==> src/rtl/ln_stat_accum.sv <==
// ln_stat_accum: LayerNorm statistics, mean and population variance over 2**N_LOG2 signed samples.
// Define ROUND_MEAN_EN to round the mean half toward +inf instead of flooring it.
module ln_stat_accum #(
    parameter int DATA_W = 8,
    parameter int N_LOG2 = 4
) (
    input  logic                  i_clk,
    input  logic                  i_rst,
    input  logic                  i_valid,
    input  logic [DATA_W-1:0]     i_data,
    output logic                  o_ready,
    input  logic                  i_ready,
    output logic                  o_valid,
    output logic [DATA_W-1:0]     o_mean,
    output logic [2*DATA_W-1:0]   o_var,
    output logic                  o_busy
);
    localparam int N  = 1 << N_LOG2;
    localparam int SW = DATA_W + N_LOG2;
    localparam int QW = 2*DATA_W + N_LOG2;
    localparam int PW = 2*DATA_W + 2*N_LOG2;

    typedef enum logic [2:0] {IDLE, ACCUM, MUL, SUB, OUT} state_t;
    state_t state, state_nx;

    logic [N_LOG2-1:0]   count;
    logic [SW-1:0]       sum;
    logic [QW-1:0]       sumsq;
    logic [PW-1:0]       prod;
    logic [SW-1:0]       data_x;
    logic [2*DATA_W-1:0] data_w;
    logic [2*DATA_W-1:0] data_sq;
    logic [PW-1:0]       sum_x;
    logic [PW-1:0]       diff;
    logic [SW-1:0]       sum_r;
    logic                accept;
    logic                last;

    // Sign-extend before multiplying so the truncated unsigned product equals the signed square.
    assign data_x  = {{N_LOG2{i_data[DATA_W-1]}}, i_data};
    assign data_w  = {{DATA_W{i_data[DATA_W-1]}}, i_data};
    assign data_sq = data_w * data_w;
    assign sum_x   = {{(PW-SW){sum[SW-1]}}, sum};
    assign diff    = {sumsq, {N_LOG2{1'b0}}} - prod;
`ifdef ROUND_MEAN_EN
    assign sum_r   = sum + SW'(N/2);
`else
    assign sum_r   = sum;
`endif
    assign accept  = i_valid & o_ready;
    assign last    = (count == N_LOG2'(N-1));

    always_ff @(posedge i_clk) begin
        if (i_rst) state <= IDLE;
        else       state <= state_nx;
    end

    always_comb begin
        state_nx = state;
        case (state)
            IDLE:    state_nx = accept ? ACCUM : IDLE;
            ACCUM:   state_nx = (accept && last) ? MUL : ACCUM;
            MUL:     state_nx = SUB;
            SUB:     state_nx = OUT;
            OUT:     state_nx = i_ready ? IDLE : OUT;
            default: state_nx = IDLE;
        endcase
    end

    always_comb begin
        o_ready = ~i_rst & ((state == IDLE) || (state == ACCUM));
        o_valid = ~i_rst & (state == OUT);
        o_busy  = ~i_rst & (state != IDLE);
    end

    always_ff @(posedge i_clk) begin
        if (i_rst) begin
            count  <= '0;
            sum    <= '0;
            sumsq  <= '0;
            prod   <= '0;
            o_mean <= '0;
            o_var  <= '0;
        end else begin
            if (accept) begin
                count <= (state == IDLE) ? N_LOG2'(1) : count + N_LOG2'(1);
                sum   <= (state == IDLE) ? data_x : sum + data_x;
                sumsq <= ((state == IDLE) ? '0 : sumsq) + QW'(data_sq);
            end
            if (state == MUL) prod <= sum_x * sum_x;
            if (state == SUB) begin
                o_var  <= (2*DATA_W)'(diff >> (2*N_LOG2));
                o_mean <= DATA_W'(sum_r >> N_LOG2);
            end
        end
    end
endmodule

==> config.mk <==
export PLATFORM = sky130hd
export DESIGN_NAME = ln_stat_accum
export DESIGN_NICKNAME = d
export VERILOG_FILES = /design/src/rtl/ln_stat_accum.sv
export SDC_FILE = /design/constraint.sdc
export NUM_CORES = 1
export LEC_CHECK = 0
export CORE_MARGIN = 4
export CORE_UTILIZATION = 35
export DETAILED_ROUTE_END_ITERATION = 10
export PLACE_DENSITY = 0.52
export SLEW_MARGIN = 30
export SYNTH_ARGS = -nofsm -noshare
export SYNTH_HDL_FRONTEND = slang
export SYNTH_SLANG_ARGS = --single-unit
==> constraint.sdc <==
create_clock -name i_clk -period 10.2 [get_ports i_clk]
set_input_delay 2.04 -clock i_clk [delete_from_list [all_inputs] [get_ports i_clk]]
set_output_delay 2.04 -clock i_clk [all_outputs]
set_load 0.01 [all_outputs]
# --- After elaboration in Yosys (flattened, before gate mapping) ---
# Cells that the tools add are included.
op_classes:
  muxes: 7
  n_mul: 2
  add_sub_neg: 4
  eq_ne: 5
  n_reduce_logical: 4
  n_bitwise: 5
ops:
  columns: ["cell", "n"]
  rows:
  - ["$mul A12 B12 Y24", 1]
  - ["$sub A24 B24 Y24", 1]
  - ["$add A20 B16 Y20", 1]
  - ["$mux W20", 1]
  - ["$mul A8 B8 Y16", 1]
  - ["$pmux W3 S5", 1]
  - ["$add A12 B12 Y12", 1]
  - ["$mux W12", 1]
  - ["$eq A3 B2 Y1 const B", 2]
  - ["$add A4 B1 Y4 const B", 1]
  - ["$and A1 B1 Y1", 4]
  - ["$eq A4 B4 Y1 const B", 1]
  - ["$mux W4", 1]
  - ["$eq A3 B1 Y1 const B", 1]
  - ["$eq A3 B3 Y1 const B", 1]
  - ["$logic_not A3 Y1", 1]
  - ["$mux W3", 1]
  - ["$reduce_bool A3 Y1", 1]
  - ["$mux W2", 1]
  - ["$logic_and A1 B1 Y1", 1]
  - ["$logic_or A1 B1 Y1", 1]
  - ["$mux W1", 1]
  - ["$not A1 Y1", 1]
word_totals:
  wordCells: 34
  output_inout_bits: 27
  reg_bits: 87
  in_bits: 12

# --- Logic depth before layout (Yosys ltp) ---
logic_depth:
  word_depth: 7
  mapped_depth: 28
  depth_no_buf: 27

# --- Worst setup path after synthesis ---
# No wires, ideal clock.
synth_path:
  kind: "in2reg"
  startpoint: "input port i_data[7]"
  endpoint: "register sumsq[16]"
  stages: 23
  setup_ps: 128
  arrival_ps: 7528
  n_path_buf: 2
  required_ps: 10072
  setup_slack_ps: 2544
  path_cell_list: "clkbuf_1 clkbuf_1 nor2b_1 fa_1 fa_1 fa_1 inv_1 fa_1 inv_1 ha_1 o21ai_0 nand2b_1 o311a_1 or2_2 xor2_1 ha_1 nand2_1 or3_1 o32ai_1 o21ai_0 a21o_1 a21oi_1 nor2_1"
synth_via:
  elab_chain_len: 2
synth_rtl:
  columns: ["element", "line", "rtl"]
  rows:
  - ["start, declared", "10", "input logic [DATA_W-1:0] i_data,"]
  - ["$mul A8 B8 Y16", "42", "assign data_sq = data_w * data_w;"]
  - ["$add A20 B16 Y20", "88", "sumsq <= ((state == IDLE) ? '0 : sumsq) + QW'(data_sq);"]
  - ["end signal, assigned", "88", null]
  - ["end, declared", "28", "logic [QW-1:0] sumsq;"]
# Every way passes these cells.
# A chain may end at the register's enable or synchronous reset.

# --- Worst setup path after layout ---
# Ends and elaborated chain as after synthesis.

==> run_results.csv <==
group,metric,value,unit
worst_hold_path,worst_hold_path.num_cells,2,
clock_tree,cts_tree,"done",
timing,finalClockSkew,0.0154,ns
worst_setup_path,r2r-start,"sum[3]",
clock_tree,path_clk_slew,0.07,ns
synthesis,synth_ff_type,"dfxtp_1",
routing,detail-route-antenna-nets,0,
synthesis,syn_avg_cell_area,8.61,sq um
place,dp_hpwl,23.7,mm
timing,maxSlewViolCount,0,
routing,drc,0,
timing,setup_tns,0,ns
worst_setup_path,worst-path-max-fanout,24,
clock_tree,clock_sinks,86,
floorplan,die_h,194,microns
worst_setup_path,worst-setup-path-type,"in -> reg",
worst_setup_path,reg2regPathDepth,18,
synthesis,synthCells,1414,
floorplan,fp.coreArea,0.0345,sq mm
routing,routedWlPerCell,15.5,microns
worst_hold_path,hold_class,"reg -> reg",
layout,final_cells,1884,
synthesis,yosys-top-cells-area,"fa_1, dfxtp_1, ha_1, inv_1, nand2_1",
synthesis,yosys-top-cells-count,"inv_1, fa_1, nand2_1",
timing,fmax,121,MHz
worst_setup_path,r2r-end,"prod[23]",
worst_setup_path,crit_chain,"clkdlybuf4s50_1, nor2b_1, fa_1, fa_1, fa_1, inv_1, fa_1, inv_1, ha_1, o21ai_0, nand2b_1, o311a_1, or2_2, xor2_1, ha_1, nand2_1, or3_1, o32ai_1, o21ai_0, a21o_1, a21oi_1, nor2_1",
clock_tree,h-tree-depth,3,
floorplan,initial_core_util,0.353,
synthesis,synth_enable_flop_cells,0,
place,dp_slack,1.56,ns
global_routing,antenna_found_initial,2,
place,gp_congestion,0.830,
run,drv_cap,0,
floorplan,num_io_pins,39,
synthesis,synth_nets,1719,
layout,fin_nets,1729,
routing,vias,9345,
routing,totalWireLength,29.3,mm
worst_setup_path,worstPathRequired,10.42,ns
worst_setup_path,slowest_delay,0.96,ns
layout,areaGrowthSynthToFinish,9.39,%
clock_tree,clockRootBuffer,"clkbuf_16",
worst_setup_path,r2r_setup_slack,3.92,ns
timing,setup_viol,0,
clock_tree,post_cts_buffers,0,
routing,first_pass_iters,5,
worst_setup_path,cpMaxStageDelayCell,"clkdlybuf4s50_1",
status,status,"finished, final reports clean",
pwr,ir_worst_vdd,0.117,mV
synthesis,ys_seq_area_frac,0.141,
synthesis,synth-async-reset-ratio,0,
pwr,power_density,205,mW/mm^2
synthesis,synth.cell_area,0.0122,sq mm
timing,whs,0.455,ns
routing,drt_iter0_markers,460,
routing,vias_per_cell,4.96,
clock_tree,insertion_delay,0.36,ns
global_routing,grt_pass1_vias,9319,
worst_setup_path,critPathLaunchType,"primary input",
floorplan,fp.dieW,194,microns
global_routing,grt_pass1_wl,48.6,mm
clock_tree,cts_max_path_buffers,2,
clock_tree,cts_made_buffers,9,
pwr,p_leak,6.18,nW
clock_tree,post_cts_resized,0,
global_routing,grt.overflow.total,0,
timing,maxSlewHeadroom,0.433,
synthesis,ys_ff_latch,86,
timing,rsz0062_at_grt,"false",
place,portBuffers,38,
floorplan,rows,68,
timing,fin_crit_sh,0.809,
clock_tree,hold_buffers,0,
place,dp.cells,1868,
synthesis,yosysMostFrequentCell,"inv_1",
worst_setup_path,crit_arrival,8.47,ns
layout,layout-drive-gt1-share,0.0329,
timing,worstMarginPinSlew,0.851,ns
layout,n_antenna_cell,0,
synthesis,yosys.area.top_type,"fa_1",
worst_hold_path,holdPathEnd,"prod[13]",
synthesis,yosysWarnings,0,
floorplan,die-area,0.0378,sq mm
worst_setup_path,crit_top_cell,"fa_1",
synthesis,synth_cell_types,62,
timing,hold_violations,0,
global_routing,track_usage,0.157,
worst_hold_path,hold_start,"prod[13]",
global_routing,grt_start_max_net_pins,68,
worst_setup_path,crit_path_end_kind,"flop",
synthesis,synth.top_cell.area_share,0.280,
timing,setup_ws,1.95,ns
timing,period_needed,8.25,ns
[registers in the layout, indices dropped and copies added, names as in the netlist]
| name | flops |
|---|---|
| prod | 23 |
| state | 3 |
| sum | 12 |
| sumsq | 20 |
| o_mean | 8 |
| count | 4 |
| o_var | 16 |
[cells by family (layout without fill, tap and decap cells)]
family                     after synthesis  count (layout)  synth area share
muxes                                    6               6           0.00524
DFF                                     86              86             0.141
xor gates and xnor gates                74              74            0.0532
adders and majority gates              293             293             0.406
buffers and inverters                  310             325            0.0959
AOI/OAI and AO/OA                      259             259             0.136
and+or+nand+nor                        386             386             0.162
[critical path, delay by kind of cell]
family                     cells  cell delay, ns
AOI/OAI and AO/OA              6            1.29
adders and majority gates      6            2.75
buffers and inverters          3            1.05
and+or+nand+nor                6            1.15
xor gates and xnor gates       1            0.17
[metrics by stage]
stage | area (sq um) | util | power, mW
floorplan | 12200 | - | 1.96
global placement | 13000 | 0.378 | 2.38
detailed placement | 13000 | 0.378 | 2.39
CTS | 13300 | 0.386 | 2.75
global route | 13300 | 0.386 | 3.04
finish | 13300 | 0.386 | 2.72
[where the power goes]
group	total [mW]	switching, mW	internal, mW
sequential	0.403	0.0418	0.361
clock	0.337	0.161	0.176
combinational	1.98	1.14	0.844
[area by class of cell]
cell class                 count  area [sq um]
multi-input combinational   1018          9290
timing repair buffer          50           469
fill                        3505         21100
tap                          455           569
clock inverter                 6          50.0
sequential                    86          1720
inverter                     259           972
clock buffer                  10           239
[worst max path at each step]
stage               slack [ns]  depth (start not counted)  startpoint         to
finish                    1.95                         22   i_data[7]  sumsq[16]
global route              1.50                         21   i_data[7]  sumsq[14]
CTS                       1.94                         22   i_data[7]  sumsq[16]
detailed placement        1.56                         22   i_data[7]  sumsq[16]
global placement          1.66                         22   i_data[7]  sumsq[16]
floorplan                 2.54                         23   i_data[7]  sumsq[16]
[placed cells by master (no fill, tap or decap), types with 17 or more instances in the layout]
cell	synthesis	routed
a21oi_1	88	88
inv_1	259	259
and2_1	66	66
nand2_1	130	130
nand2b_1	17	17
nand3b_1	24	24
nor2b_1	21	21
xor2_1	24	24
clkdlybuf4s50_1	0	37
ha_1	123	123
o21ai_0	55	55
nor2_1	63	63
xnor2_1	50	50
fa_1	170	170
dfxtp_1	86	86
a21o_1	28	28
[per-layer routing]
metal | GRT usage | vias up | part of all wire
met5 | 0 | - | 0.00062
met4 | 0.0305 | 2 | 0.012
met3 | 0.0175 | 25 | 0.027
met2 | 0.261 | 115 | 0.47
met1 | 0.222 | 4625 | 0.49
li1 | - | 4578 | -
No activity file was read; power rests on OpenSTA's default activity.
